$ cat src/rtl/btm_trunc_div.sv
// btm_trunc_div: sequential truncated divider, companion of the truncated
// multiplier. The NAB LSBs of both operands are dropped and the truncated
// values are divided by radix-2 restoring iteration, one quotient bit per
// clock, behind a start/done handshake.
// Optional feature: define BTM_DIV_ROUND_EN to round the quotient to nearest
// on the final iteration (remainder output stays unrounded).
module btm_trunc_div #(
  parameter int BWOP = 10,
  parameter int NAB  = 0
) (
  input  logic            clk,
  input  logic            rst_n,
  input  logic            start,
  input  logic [BWOP-1:0] a,
  input  logic [BWOP-1:0] b,
  output logic            busy,
  output logic            done,
  output logic [BWOP-1:0] c,
  output logic [BWOP-1:0] r,
  output logic            div0
);

  localparam int N  = BWOP - NAB;
  localparam int CW = (N > 1) ? $clog2(N) : 1;

  typedef enum logic [1:0] {
    S_IDLE = 2'd0,
    S_RUN  = 2'd1,
    S_DONE = 2'd2
  } state_t;

  state_t          state_q, state_d;
  logic [CW-1:0]   cnt_q,   cnt_d;
  logic [N-1:0]    at_q,    at_d;
  logic [N-1:0]    bt_q,    bt_d;
  logic [N:0]      rem_q,   rem_d;
  logic [N-1:0]    quo_q,   quo_d;
  logic [BWOP-1:0] c_q,     c_d;
  logic [BWOP-1:0] r_q,     r_d;
  logic            div0_q,  div0_d;

  logic [N-1:0]    a_t;
  logic [N-1:0]    b_t;
  logic            accept;
  logic [N:0]      rem_sh;
  logic            fits;
  logic [N:0]      rem_nx;
  logic [N-1:0]    quo_nx;
  logic [N-1:0]    quo_fin;

  assign a_t = a[BWOP-1:NAB];
  assign b_t = b[BWOP-1:NAB];

  // start is honoured in IDLE and DONE only; ignored while iterating
  assign accept = start && (state_q != S_RUN);

  // One restoring step: the dividend register is shifted left so its MSB is
  // always the next bit at[k], avoiding a variable index into at.
  always_comb begin
    rem_sh = {rem_q[N-1:0], at_q[N-1]};
    fits   = (rem_sh >= {1'b0, bt_q});
    rem_nx = fits ? (rem_sh - {1'b0, bt_q}) : rem_sh;
    quo_nx = N'((quo_q << 1) | N'(fits));
  end

`ifdef BTM_DIV_ROUND_EN
  logic rnd_up;

  // Round-to-nearest on the last step: bump q when 2*rem >= bt, saturating
  always_comb begin
    rnd_up  = ({rem_nx, 1'b0} >= {2'b00, bt_q});
    quo_fin = quo_nx;
    if (rnd_up && (quo_nx != '1)) begin
      quo_fin = quo_nx + N'(1);
    end
  end
`else
  // Truncated (floor) quotient only
  always_comb begin
    quo_fin = quo_nx;
  end
`endif

  // Next-state and datapath control
  always_comb begin
    state_d = state_q;
    cnt_d   = cnt_q;
    at_d    = at_q;
    bt_d    = bt_q;
    rem_d   = rem_q;
    quo_d   = quo_q;
    c_d     = c_q;
    r_d     = r_q;
    div0_d  = div0_q;

    unique case (state_q)
      S_IDLE, S_DONE: begin
        if (accept) begin
          at_d  = a_t;
          bt_d  = b_t;
          rem_d = '0;
          quo_d = '0;
          cnt_d = CW'(N - 1);
          if (b_t == '0) begin
            // divide by zero resolves on the start edge, no iteration
            state_d = S_DONE;
            c_d     = '1;
            r_d     = BWOP'(a_t) << NAB;
            div0_d  = 1'b1;
          end else begin
            state_d = S_RUN;
          end
        end else begin
          state_d = S_IDLE;
        end
      end

      S_RUN: begin
        rem_d = rem_nx;
        quo_d = quo_nx;
        at_d  = at_q << 1;
        cnt_d = cnt_q - CW'(1);
        if (cnt_q == '0) begin
          // results are published only on the final step
          state_d = S_DONE;
          c_d     = BWOP'(quo_fin);
          r_d     = BWOP'(rem_nx[N-1:0]) << NAB;
          div0_d  = 1'b0;
        end
      end

      default: begin
        state_d = S_IDLE;
      end
    endcase
  end

  // State and datapath registers, asynchronous active-low reset
  always_ff @(posedge clk or negedge rst_n) begin
    if (!rst_n) begin
      state_q <= S_IDLE;
      cnt_q   <= '0;
      at_q    <= '0;
      bt_q    <= '0;
      rem_q   <= '0;
      quo_q   <= '0;
      c_q     <= '0;
      r_q     <= '0;
      div0_q  <= 1'b0;
    end else begin
      state_q <= state_d;
      cnt_q   <= cnt_d;
      at_q    <= at_d;
      bt_q    <= bt_d;
      rem_q   <= rem_d;
      quo_q   <= quo_d;
      c_q     <= c_d;
      r_q     <= r_d;
      div0_q  <= div0_d;
    end
  end

  assign busy = (state_q == S_RUN);
  assign done = (state_q == S_DONE);
  assign c    = c_q;
  assign r    = r_q;
  assign div0 = div0_q;

endmodule

$ cat config.mk
export PLATFORM = sky130hd
export DESIGN_NAME = btm_trunc_div
export DESIGN_NICKNAME = d
export VERILOG_FILES = /design/src/rtl/btm_trunc_div.sv
export SDC_FILE = /design/constraint.sdc
export NUM_CORES = 1
export LEC_CHECK = 0
export ABC_AREA = 1
export BUFFER_PORTS_ARGS = -buffer_cell sky130_fd_sc_hd__buf_2
export CORE_UTILIZATION = 50
export DETAILED_ROUTE_END_ITERATION = 6
export PLACE_DENSITY = 0.75
export SYNTH_ARGS = -nofsm -noshare
export SYNTH_HDL_FRONTEND = slang
export SYNTH_SLANG_ARGS = --single-unit
$ cat constraint.sdc
create_clock -name clk -period 3.05 [get_ports clk]
set_input_delay 0.305 -clock clk [delete_from_list [all_inputs] [get_ports clk]]
set_output_delay 0.305 -clock clk [all_outputs]
set_load 0.01 [all_outputs]
# Word level (Yosys, flattened, before mapping)
# Index checks and enable logic that the tools add are counted.
[classes] order_cmp=1 bitwise=1 n_shift=0 mul=0 n_addsub=2 div_mod_pow=0 n_reduce_logical=9 mux=25 n_eq_ne=6
[ops] cell="$mux W10" n=9
[ops] cell="$pmux W10 S2" n=4
[ops] cell="$pmux W9 S2" n=1
[ops] cell="$ge A11 B10 Y1" n=1
[ops] cell="$logic_not A10 Y1" n=1
[ops] cell="$or A10 B1 Y10" n=1
[ops] cell="$sub A10 B10 Y10" n=1
[ops] cell="$mux W9" n=1
[ops] cell="$pmux W4 S2" n=1
[ops] cell="$mux W2" n=3
[ops] cell="$logic_not A4 Y1" n=1
[ops] cell="$mux W4" n=1
[ops] cell="$ne A2 B1 Y1 const B" n=2
[ops] cell="$ne A2 B2 Y1 const B" n=2
[ops] cell="$pmux W2 S2" n=1
[ops] cell="$reduce_and A2 Y1" n=2
[ops] cell="$reduce_and A4 Y1" n=1
[ops] cell="$sub A4 B1 Y4 const B" n=1
[ops] cell="$mux W1" n=3
[ops] cell="$eq A2 B1 Y1 const B" n=1
[ops] cell="$eq A2 B2 Y1 const B" n=1
[ops] cell="$logic_not A2 Y1" n=1
[ops] cell="$pmux W1 S2" n=1
[ops] cell="$reduce_bool A2 Y1" n=1
[ops] cell="2 further kinds" n=2
[totals] ramBits=0 rom_bits=0 latchBits=0 n_memories=0 register_bits=66 elab_cells=53 output_inout_bits=23

# Depth between registers and ports, before layout
# Gate-level depths: netlist of the first run.
[logic_depth] depth_word=4 mapped_depth=15 ltp_nobuf=15

# Least setup slack after synthesis of the first run
# No wires, ideal clock.
[synth_timing] path_kind="flip-flop to flip-flop" startpoint="register at_q[9]" endpoint="register r_q[8], in the netlist r[8]" setup_ns=0.113 slack_ns=1.259 n_path_buf=0 period_less_slack_ns=1.791 stages_incl_launch_ff=16 t_arrival_ns=1.678 path_cell_list="dfrtp_1 -> inv_1 -> ha_1 -> inv_1 -> fa_1 -> inv_1 -> nor2_1 -> nor2_1 -> or2_1 -> nand2_1 -> nand2_1 -> nand2_1 -> nand2_2 -> nand3_1 -> nand2_1 -> inv_1"
[synth_between] elab_chain_len=4 elab_cells_between_ends=5 cone_classes="add/sub: 1; order compare: 1; mux: 3"
[synth_rtl] item="from (decl)" line_no="34" rtl="logic [N-1:0] at_q, at_d;"
[synth_rtl] item="from (signal assigned)" line_no="153" rtl="at_q <= at_d;"
[synth_rtl] item="$sub A10 B10 Y10 / $ge A11 B10 Y1 (equally long branches)" line_no="62, 61"
[synth_rtl] item="$mux W10 *" line_no="62" rtl="rem_nx = fits ? (rem_sh - {1'b0, bt_q}) : rem_sh;"
[synth_rtl] item="$mux W10 *" line_no="123" rtl="if (cnt_q == '0) begin"
[synth_rtl] item="$pmux W10 S2 *" line_no="96" rtl="unique case (state_q)"
[synth_rtl] item="to (signal assigned)" line_no="158" rtl="r_q <= r_d;"
[synth_rtl] item="to (decl)" line_no="39" rtl="logic [BWOP-1:0] r_q, r_d;"
# Mark *: on every way between the ends. The rest lies on a longest branch, timed or not. The select of a mux whose other input is x is not followed.
# A chain may end at the register's enable or synchronous reset.

# Worst setup path in the final report of the first run
[layout_timing] startpoint="register state_q[0]" endpoint="register r_q[0], in the netlist r[0]"
[layout_between] elab_chain_len=4 elab_cells_between_ends=12 cone_classes="eq/ne: 6; mux: 1; reduce/logical: 5"
[layout_rtl] item="from (decl)" line_no="32" rtl="state_t state_q, state_d;"
[layout_rtl] item="from (signal assigned)" line_no="151" rtl="state_q <= state_d;"
[layout_rtl] item="$eq A2 B2 Y1, or another cell as far along" line_no="96"
[layout_rtl] item="$reduce_or A2 Y1 / $logic_and A1 B1 Y1 (equally long branches)" line_no="96, 55"
[layout_rtl] item="$ne A2 B2 Y1 (no source line) / $reduce_bool A2 Y1 (equally long branches)"
[layout_rtl] item="$reduce_and A4 Y1 (no source line)"
# Parallel ways exist; a longest one is shown, timed or not.

==> out/qor.csv, run 1 <==
stage,metric,value,unit
drt,DR WL/cell,13.0,um
drt,# DRC,0,
cells_and_area,nets@finish,519,
power_and_ir_drop,power share of the clock group,0.137,
clocking,CTS H-tree lvls,3,
critical_path,FF-to-FF path depth,9,
placed_design,Post-Place Setup Slack,0.716,ns
power_and_ir_drop,Max VDD drop,387,uV
drt,DR vias/cell,5.11,
floorplan,Die Y,85.6,um
critical_path,crit path kind,register to register,
cells_and_area,Seq. cell area,0.00165,mm2
sta,fin crit share,0.769,
hold_path,HP Class,input pin to async pin,
sta,f_max,426,MHz
critical_path,endpoint class of the critical path,register,
clocking,clock slew at reported path FFs,0.07,ns
power_and_ir_drop,leakage power,2.10,nW
placed_design,hpwl dp,5240,um
cells_and_area,Non-Filler Instances,568,
power_and_ir_drop,internal power,2.60,mW
synthesis,Synth Cell Area,0.00349,mm2
critical_path,RR Startpoint,state_q[0]$_DFFE_PN0P_,
global_route,largest net degree at the start of global routing,67,
synthesis,Compound-Gate Fraction of Synth Area,0.0928,
power_and_ir_drop,switch share,0.472,
clocking,latest clock arrival within the worst-skew pair,0.35,ns
synthesis,mux contribution to synthesized area,0,
sta,"Hold Vio Cnt, Final",0,
global_route,gr ovfl total,0,
synthesis,Syn Area/Cell,7.94,um2
clocking,Post-CTS Setup Repair Bufs,0,
critical_path,Register-to-Register Setup Slack,0.70,ns
run_status,status,"complete, no violations",
sta,final critical path time including I/O delays and setup,2.35,ns
sta,actual slew at the worst max-slew pin,0.814,ns
synthesis,post-synthesis adder-cell area fraction,0.0487,
clocking,CTS tree,built,
global_route,first-pass GRT wire length,12900,um
cells_and_area,multi-input logic area,0.00150,mm2
cells_and_area,Area Overhead vs Synth,12.9,%
critical_path,startpoint types,register,
sta,Final Setup Violations,0,
floorplan,Die Wd,85.6,um
synthesis,syn nets,476,
synthesis,XOR/XNOR Fraction of Synth Area,0.0150,
critical_path,Critical Path AT,2.59,ns
critical_path,"Req. time, crit path",3.30,ns
synthesis,Yosys cell types,33,
sta,worst setup margin,0.705,ns
clocking,Num CTS Buffers,9,
sta,Max Clock Skew,0.00756,ns
floorplan,Die ar.,0.00732,mm2
sta,RSZ-0062 raised after global routing,no,
critical_path,Crit Path Max Fanout,33,
critical_path,worst reg2reg endpoint,r[0]$_DFFE_PN0P_,
synthesis,synthesis warning total,0,
synthesis,Mapped Cells,440,
drt,drt first pass iters,4,
floorplan,# rows,30,
sta,Max-Slew Margin vs Limit,0.457,
clocking,hold_buf cts,0,
synthesis,post-synth top area share,0.473,
cells_and_area,ANT cells,0,
clocking,Longest Clk Path Bufs,2,
run,MaxCap Viol Count,0,
placed_design,number of port buffers,45,
clocking,CTS sink cnt,66,
floorplan,Initial Utilization,0.517,
global_route,total track usage,0.227,
power_and_ir_drop,Flop pwr share,0.313,
power_and_ir_drop,Sw Pwr,2.32,mW
global_route,vias in the first global route,2765,
floorplan,IO Pins,46,
drt,Vias,2900,
drt,Iteration-0 DRC Markers,204,
global_route,initial antenna violation count,0,
floorplan,core area,0.00676,mm2
power_and_ir_drop,Logic pwr share,0.549,
synthesis,sequential share of the synthesized area,0.473,
clocking,post_cts resized,0,
drt,number of antenna-violating nets in the routed design,0,
synthesis,Post-Synth Simple-Gate Area,0.273,
placed_design,DP Cell Count,552,
synthesis,most area-hungry cell type in the Yosys netlist,dfrtp_1,
cells_and_area,layout cell share with drive strength beyond 1,0.174,
sta,Final Max Tran Viols,0,
synthesis,"top cells by area, synth","dfrtp_1 47%, nand2_1 11%, inv_1 7.2%",
power_and_ir_drop,P per Cell Area,1250,mW/mm2
synthesis,Seq cells post-synth,66,
drt,DRT Wirelength,7400,um
sta,Setup TNS Final,0,ns
clocking,CTS Root Cell,clkbuf_8,
cells_and_area,"Core Util, Final",0.584,
cells_and_area,Fillers,621,
placed_design,RD Place Congestion,0.875,
synthesis,largest family of logic cells by synthesized area,simple AND/OR/NAND/NOR gates,
[area by class of cell]
cell class,instances,area share
clock buffers,10,0.0349
clock inverters,6,0.0105
inverters,71,0.0676
multi-input cells,287,0.380
flip-flops and latches,66,0.419
well taps,80,0.0254
repair buffers,48,0.0628
[kinds of logic after synthesis]
group / Yosys count
AO/OA/AOI/OAI: 54
XOR/XNOR: 6
adder cells (fa/ha/maj): 13
buffers and inverters: 87
flip-flops: 66
AND/OR/NAND/NOR: 214
[critical path, stage by stage (launching register included)]
cell	delay, ns
dfrtp_1	0.39
inv_2	0.09
nor2_4	0.04
inv_2	0.29
nand2_2	0.29
nand3_2	0.52
inv_2	0.20
or2_2	0.31
nand2_1	0.07
inv_1	0.03
[cell usage after synthesis]
master    number
a21oi_1        6
buf_6          1
ha_1          12
fa_1           1
or2_1         10
o21ai_0       26
nand2_1      101
o21a_1         1
buf_1          2
o211ai_1       7
o22ai_1       10
xnor2_1        2
or2_0          1
nand3_2        1
xor2_1         4
dfrtp_1       66
nor2_1        43
o21bai_1       1
nand4_1       14
nor2_2         1
or2_2          1
and2_1         1
nand3_1       26
o221ai_1       2
buf_2          6
nor2_4         1
nor3_1         1
nand2_2       13
a21oi_4        1
clkinv_1       1
inv_1         67
inv_2          3
clkbuf_1       7
[worst max path at each step]
stage                                 startpoint                to  depth (start not counted)
after floorplan              at_q[9]$_DFFE_PN0P_  r[8]$_DFFE_PN0P_                         15
after global placement    state_q[0]$_DFFE_PN0P_  r[0]$_DFFE_PN0P_                          9
after detailed placement  state_q[0]$_DFFE_PN0P_  r[0]$_DFFE_PN0P_                          9
after CTS                 state_q[0]$_DFFE_PN0P_  r[0]$_DFFE_PN0P_                          9
after global routing      state_q[0]$_DFFE_PN0P_  r[0]$_DFFE_PN0P_                          9
final                     state_q[0]$_DFFE_PN0P_  r[0]$_DFFE_PN0P_                          9
[layer usage]
layer / global-route usage / routed length, um / up-vias
met1: 0.316 / 3650 / 1338
met4: 0.0727 / 112 / 0
met2: 0.363 / 3350 / 68
met3: 0.0385 / 294 / 13
met5: 0 / 0 / -
li1: - / - / 1481
[state kept, by name (all words and copies together) (netlist names)]
name	flops
at_q	10
bt_q	10
c	10
r	10
rem_q	10
quo_q	9
cnt_q	4
state_q	2
div0	1
[cell usage in the layout, fill, tap and decap left out, types with 2 or more instances in the layout]
cell type   count
buf_2          45
o211ai_1        7
ha_1           12
nand4_1        14
nand2_2        13
clkbuf_8       10
nand2_1       101
clkinvlp_4      3
nor2_1         43
xor2_1          4
xnor2_1         2
dfrtp_1        66
inv_2           3
o21ai_0        26
inv_1          67
nand3_1        26
o22ai_1        10
o221ai_1        2
or2_1          10
a21oi_1         6
buf_4           3
clkinv_2        2
[power by group through the flow]
stage	clock network, mW	registers [mW]	logic (mW)
final	0.677	1.54	2.71
after global routing	0.716	1.59	3.13
after CTS	0.687	1.54	2.72
after detailed placement	0	1.55	2.70
after global placement	0	1.54	2.65
after floorplan	0	1.57	2.06
[through the flow]
stage / area, um2 / hold slack [ns] / total power, mW
4_1_cts: 3950 / 0.158 / 4.94
6_report: 3950 / 0.106 / 4.93
3_5_place_dp: 3770 / 0.469 / 4.25
3_3_place_gp: 3770 / 0.463 / 4.19
5_1_grt: 3950 / 0.187 / 5.44
2_1_floorplan: 3490 / 0.00941 / 3.63
Power figures use the tool's default switching activity.
==> run 2, diff against run 1 <==
Settings changed: PLACE_DENSITY 0.75 to 0.77.
Clock period 3.05 ns to 2 ns, I/O delays scaled along.
==> out/qor.csv, run 2 (synthesized netlist as in run 1, its figures left out) <==
stage,metric,value,unit,change
run_status,status,finished with violations,,"was complete, no violations"
run_status,failing checks,negative setup slack,,
critical_path,endpoint class of the critical path,register,,unchanged
power_and_ir_drop,internal power,4.88,mW,was 2.60 mW
sta,Final Setup Violations,1,,was 0
drt,number of antenna-violating nets in the routed design,0,,unchanged
sta,Setup TNS Final,-0.00681,ns,was 0 ns
critical_path,"Req. time, crit path",2.25,ns,was 3.30 ns
drt,DRT Wirelength,8840,um,was 7400 um
sta,Max-Slew Margin vs Limit,0.714,,was 0.457
global_route,gr ovfl total,0,,unchanged
clocking,latest clock arrival within the worst-skew pair,0.35,ns,about the same
power_and_ir_drop,Sw Pwr,4.09,mW,was 2.32 mW
critical_path,crit path kind,register to register,,unchanged
floorplan,Die Wd,85.6,um,unchanged
sta,RSZ-0062 raised after global routing,yes,,was no
sta,worst setup margin,-0.00681,ns,was 0.705 ns
drt,drt first pass iters,5,,was 4
drt,Iteration-0 DRC Markers,306,,was 204
critical_path,Critical Path AT,2.26,ns,was 2.59 ns
cells_and_area,"commonest non-fill, non-tap cell in the layout",nand2_1,,unchanged
sta,fin crit share,1.00,,was 0.769
placed_design,number of port buffers,45,,unchanged
drt,# DRC,0,,unchanged
global_route,first-pass GRT wire length,13800,um,was 12900 um
clocking,CTS H-tree lvls,3,,unchanged
cells_and_area,layout cell share with drive strength beyond 1,0.254,,was 0.174
clocking,CTS Root Cell,clkbuf_8,,unchanged
power_and_ir_drop,switch share,0.456,,was 0.472
sta,WHS,0.0537,ns,was 0.106 ns
cells_and_area,Fillers,560,,was 621
power_and_ir_drop,leakage power,2.24,nW,was 2.10 nW
power_and_ir_drop,power share of the clock group,0.145,,was 0.137
floorplan,# rows,30,,unchanged
power_and_ir_drop,Flop pwr share,0.266,,was 0.313
floorplan,IO Pins,46,,unchanged
cells_and_area,nets@finish,539,,was 519
floorplan,Initial Utilization,0.517,,unchanged
floorplan,core area,0.00676,mm2,unchanged
drt,DR vias/cell,5.46,,was 5.11
clocking,clock slew at reported path FFs,0.08,ns,was 0.07 ns
clocking,CTS sink cnt,66,,unchanged
critical_path,Crit Path Max Fanout,3,,was 33
drt,Vias,3212,,was 2900
power_and_ir_drop,Logic pwr share,0.588,,was 0.549
placed_design,hpwl dp,5830,um,was 5240 um
placed_design,RD Place Congestion,0.962,,was 0.875
critical_path,startpoint types,register,,unchanged
sta,f_max,498,MHz,was 426 MHz
global_route,largest net degree at the start of global routing,34,,was 67
clocking,CTS tree,built,,unchanged
sta,final critical path time including I/O delays and setup,2.01,ns,was 2.35 ns
sta,Max Clock Skew,0.00899,ns,was 0.00756 ns
cells_and_area,Non-Filler Instances,588,,was 568
cells_and_area,ANT cells,0,,unchanged
placed_design,DP Cell Count,561,,was 552
run,MaxCap Viol Count,0,,unchanged
global_route,initial antenna violation count,0,,unchanged
floorplan,Die Y,85.6,um,unchanged
drt,DR WL/cell,15.0,um,was 13.0 um
power_and_ir_drop,P per Cell Area,2070,mW/mm2,was 1250 mW/mm2
power_and_ir_drop,Max VDD drop,740,uV,was 387 uV
sta,Final Max Tran Viols,0,,unchanged
clocking,Num CTS Buffers,9,,unchanged
cells_and_area,"commonest cells after routing, fill and taps aside","99 x nand2_1, 64 x inv_1, 63 x dfrtp_1, 45 x buf_2, 40 x nor2_1",,"was 101 x nand2_1, 67 x inv_1, 66 x dfrtp_1, 45 x buf_2, 43 x nor2_1"
sta,"Hold Vio Cnt, Final",0,,unchanged
clocking,Longest Clk Path Bufs,2,,unchanged
hold_path,HP Class,input pin to register,,was input pin to async pin
cells_and_area,Area Overhead vs Synth,24.0,%,was 12.9%
global_route,total track usage,0.242,,was 0.227
floorplan,Die ar.,0.00732,mm2,unchanged
sta,actual slew at the worst max-slew pin,0.430,ns,was 0.814 ns
global_route,vias in the first global route,2982,,was 2765
==> run 2: metal layers <==
| metal | global-route usage | vias to the layer above | share of wire |
|---|---|---|---|
| li1 | - | 1517 | - |
| met2 | 0.400 | 126 | 0.50 |
| met4 | 0.0970 | 0 | 0.028 |
| met5 | 0 | - | 0 |
| met1 | 0.309 | 1546 | 0.43 |
| met3 | 0.0549 | 23 | 0.046 |
==> run 2: worst paths after layout <==
kind | startpoint | endpoint | slack, ns | cells after the start
setup / recovery | at_q[9]$_DFFE_PN0P_ | r[6]$_DFFE_PN0P_ | -0.007 | 13
hold / removal | b[0] | bt_q[0]$_DFFE_PN0P_ | 0.05 | 3
setup reg to reg | at_q[9]$_DFFE_PN0P_ | r[6]$_DFFE_PN0P_ | -0.007 | 13
hold reg to reg | div0$_DFFE_PN0P_ | div0$_DFFE_PN0P_ | 0.48 | 2
max in group asynchronous | rst_n | rem_q[0]$_DFFE_PN0P_ | 1.19 | 3
min in group asynchronous | rst_n | c[6]$_DFFE_PN0P_ | 0.17 | 2
==> run 2: worst max-delay path: stages (launching register included) <==
cell     delay, ns
dfrtp_1       0.40
inv_2         0.09
ha_4          0.14
inv_4         0.05
fa_2          0.39
inv_2         0.07
nor2_2        0.04
o21ai_1       0.14
nand2_1       0.13
xor2_2        0.21
nand2_2       0.08
nand3_2       0.05
nand2_1       0.06
inv_1         0.04
==> run 2: power groups by stage <==
stage               sequential (mW)  combinational, mW  clock, mW
floorplan                      2.39               3.14          0
finish                         2.39               5.28       1.30
CTS                            2.35               4.50       1.31
global placement               2.34               4.26          0
detailed placement             2.37               4.41          0
global route                   2.45               5.85       1.37
==> run 2: through the flow <==
step                power (mW)  instance area (um2)  setup WS (ns)   util
finish                    8.98                 4330       -0.00681  0.641
global route              9.67                 4330        -0.0782  0.641
CTS                       8.16                 4100        0.00817  0.606
detailed placement        6.77                 3850        -0.0515  0.569
global placement          6.60                 3850        -0.0200  0.569
floorplan                 5.53                 3490          0.209      -
==> run 2: repair_timing <==
item | 4_1_cts | 5_1_grt
pin swaps | 0 | 19
gates resized for setup | 3 | 30
cloned | 0 | 1
setup buffers | 0 | 9
setup endpoints to repair | 3 | 32
endpoints found under the hold margin | 66 | 0
hold buffers | 1 | 0
==> run 2: cell type report <==
type                    count  area [um2]  share of cell area
well taps                  80         100              0.0231
multi-input cells         287        1650               0.380
clock buffers              10         138              0.0318
repair buffers             68         434               0.100
flip-flops and latches     66        1660               0.382
inverters                  71         269              0.0621
clock inverters             6        88.8              0.0205
==> run 3, diff against run 2 <==
Settings changed: SKIP_CTS_REPAIR_TIMING set to 1.
==> out/qor.csv, run 3 (synthesized netlist as in run 1, its figures left out) <==
stage,metric,value,unit,change
global_route,total track usage,0.242,,about the same
drt,DR WL/cell,14.9,um,was 15.0 um
drt,Iteration-0 DRC Markers,277,,was 306
cells_and_area,ANT cells,0,,unchanged
power_and_ir_drop,Max VDD drop,745,uV,was 740 uV
power_and_ir_drop,leakage power,2.25,nW,was 2.24 nW
hold_path,HP Class,input pin to register,,unchanged
cells_and_area,Seq. cell area,0.00166,mm2,unchanged
global_route,vias in the first global route,2973,,was 2982
sta,final critical path time including I/O delays and setup,1.95,ns,was 2.01 ns
sta,f_max,514,MHz,was 498 MHz
power_and_ir_drop,internal power,4.93,mW,was 4.88 mW
run_status,failing checks,design-rule violations,,was negative setup slack
drt,number of antenna-violating nets in the routed design,0,,unchanged
cells_and_area,nets@finish,542,,was 539
cells_and_area,"commonest non-fill, non-tap cell in the layout",nand2_1,,unchanged
power_and_ir_drop,switch share,0.454,,was 0.456
floorplan,Die ar.,0.00732,mm2,unchanged
clocking,CTS tree,built,,unchanged
critical_path,endpoint class of the critical path,register,,unchanged
power_and_ir_drop,Logic pwr share,0.590,,was 0.588
clocking,Longest Clk Path Bufs,2,,unchanged
critical_path,"Req. time, crit path",2.30,ns,was 2.25 ns
sta,Max-Slew Margin vs Limit,0.719,,was 0.714
floorplan,IO Pins,46,,unchanged
floorplan,Die Wd,85.6,um,unchanged
drt,DRT Wirelength,8800,um,was 8840 um
power_and_ir_drop,Sw Pwr,4.09,mW,about the same
critical_path,Critical Path AT,2.24,ns,was 2.26 ns
critical_path,Crit Path Max Fanout,5,,was 3
critical_path,Register-to-Register Setup Slack,0.05,ns,was -0.007 ns
global_route,gr ovfl total,0,,unchanged
hold_path,Hold Path Depth,3,,unchanged
critical_path,crit path kind,register to register,,unchanged
global_route,initial antenna violation count,0,,unchanged
floorplan,Die Y,85.6,um,unchanged
placed_design,hpwl dp,5830,um,unchanged
sta,Final Setup Violations,0,,was 1
critical_path,worst-path cell chain,ha_4 > nand2_1 > nor2_2 > nand2_1 > nor2_1 > nor2_2 > a21oi_4 > clkbuf_16 > nand2_2 > nand3_2 > nand2_1 > inv_1,,was inv_2 > ha_4 > inv_4 > fa_2 > inv_2 > nor2_2 > o21ai_1 > nand2_1 > xor2_2 > nand2_2 > nand3_2 > nand2_1 > inv_1
critical_path,FF-to-FF path depth,12,,was 13
cells_and_area,multi-input logic area,0.00164,mm2,was 0.00165 mm2
clocking,CTS H-tree lvls,3,,unchanged
critical_path,crit-path leading delay family,simple AND/OR/NAND/NOR gates,,was adder cells
critical_path,Bufs and invs on worst path,2,,was 4
drt,Vias,3233,,was 3212
sta,fin crit share,0.973,,was 1.00
critical_path,Critical Path Sink,r[6]$_DFFE_PN0P_,,unchanged
global_route,largest net degree at the start of global routing,34,,unchanged
cells_and_area,Fillers,555,,was 560
run_status,status,finished with violations,,unchanged
clocking,clock slew at reported path FFs,0.08,ns,about the same
clocking,CTS Root Cell,clkbuf_8,,unchanged
clocking,CTS sink cnt,66,,unchanged
drt,# DRC,5,,was 0
floorplan,core area,0.00676,mm2,unchanged
global_route,first-pass GRT wire length,13800,um,about the same
sta,Max Clock Skew,0.0101,ns,was 0.00899 ns
cells_and_area,Area Overhead vs Synth,24.5,%,was 24.0%
cells_and_area,layout cell share with drive strength beyond 1,0.258,,was 0.254
floorplan,Initial Utilization,0.517,,unchanged
sta,Final Max Tran Viols,0,,unchanged
clocking,Num CTS Buffers,9,,unchanged
critical_path,Crit path depth,12,,was 13
drt,drt first pass iters,7,,was 5
cells_and_area,"commonest cells after routing, fill and taps aside","99 x nand2_1, 63 x inv_1, 63 x dfrtp_1, 45 x buf_2, 40 x nor2_1",,"was 99 x nand2_1, 64 x inv_1, 63 x dfrtp_1, 45 x buf_2, 40 x nor2_1"
critical_path,CP max stage cell,dfrtp_1,,unchanged
sta,Setup TNS Final,0,ns,was -0.00681 ns
critical_path,startpoint types,register,,unchanged
critical_path,"slowest stage delay, CP",0.44,ns,was 0.40 ns
run,MaxCap Viol Count,0,,unchanged
power_and_ir_drop,power share of the clock group,0.146,,was 0.145
power_and_ir_drop,Flop pwr share,0.264,,was 0.266
sta,"Hold Vio Cnt, Final",0,,unchanged
power_and_ir_drop,P per Cell Area,2070,mW/mm2,about the same
critical_path,"most used cell, CP",nand2_1,,
clocking,latest clock arrival within the worst-skew pair,0.36,ns,was 0.35 ns
critical_path,worst reg2reg endpoint,r[6]$_DFFE_PN0P_,,unchanged
sta,actual slew at the worst max-slew pin,0.421,ns,was 0.430 ns
power_and_ir_drop,Power Total,9.01,mW,was 8.98 mW
drt,DR vias/cell,5.47,,was 5.46
placed_design,RD Place Congestion,0.962,,unchanged
placed_design,number of port buffers,45,,unchanged
critical_path,RR Startpoint,rem_q[1]$_DFFE_PN0P_,,was at_q[9]$_DFFE_PN0P_
floorplan,# rows,30,,unchanged
critical_path,Setup crit start,rem_q[1]$_DFFE_PN0P_,,was at_q[9]$_DFFE_PN0P_
==> run 3: worst register-to-register path, delay by kind of cell (launching register included) <==
family | cells | cell delay, ns
buffers and inverters | 2 | 0.24
flip-flops | 1 | 0.44
AND/OR/NAND/NOR | 8 | 0.67
adder cells (fa/ha/maj) | 1 | 0.32
AO/OA/AOI/OAI | 1 | 0.21
==> run 3: area by class of cell <==
| cell class | count | share of cell area |
|---|---|---|
| clock buffer | 10 | 0.0316 |
| clock inverter | 6 | 0.0204 |
| inverter | 71 | 0.0618 |
| multi-input combinational | 287 | 0.378 |
| sequential | 66 | 0.381 |
| tap | 80 | 0.0230 |
| timing repair buffer | 71 | 0.105 |
==> run 3: power groups by stage <==
stage / clock, mW / combinational [mW] / sequential [mW]
after floorplan: 0 / 3.14 / 2.39
after global placement: 0 / 4.26 / 2.34
after detailed placement: 0 / 4.41 / 2.37
after CTS: 1.31 / 4.46 / 2.35
after global routing: 1.38 / 5.87 / 2.45
final: 1.31 / 5.32 / 2.38
==> run 3: worst min-delay path by stage <==
| stage | startpoint | endpoint | slack [ns] |
|---|---|---|---|
| final | b[0] | bt_q[0]$_DFFE_PN0P_ | 0.05 |
| after global routing | b[0] | bt_q[0]$_DFFE_PN0P_ | 0.06 |
| after CTS | rst_n | c[5]$_DFFE_PN0P_ | -0.37 |
| after detailed placement | rst_n | c[5]$_DFFE_PN0P_ | 0.01 |
| after global placement | rst_n | c[5]$_DFFE_PN0P_ | 0.01 |
| after floorplan | rst_n | at_q[0]$_DFFE_PN0P_ | -0.1 |
==> run 3: metrics by stage <==
stage                     instances  hold WS [ns]   util  area (um2)  setup WS [ns]
after floorplan                 440       -0.0956      -        3490          0.209
after global placement          561        0.0113  0.569        3850        -0.0200
after detailed placement        561        0.0116  0.569        3850        -0.0515
after CTS                       577        -0.372  0.603        4070        -0.0882
after global routing            591        0.0553  0.644        4350        -0.0686
final                           591        0.0508  0.644        4350         0.0543
==> run 3: metal layers <==
layer	wire, um	GRT usage	vias to the layer above
met5	0	0	-
met2	4350	0.401	130
met4	248	0.0909	0
li1	-	-	1521
met1	3680	0.312	1551
met3	521	0.0549	31
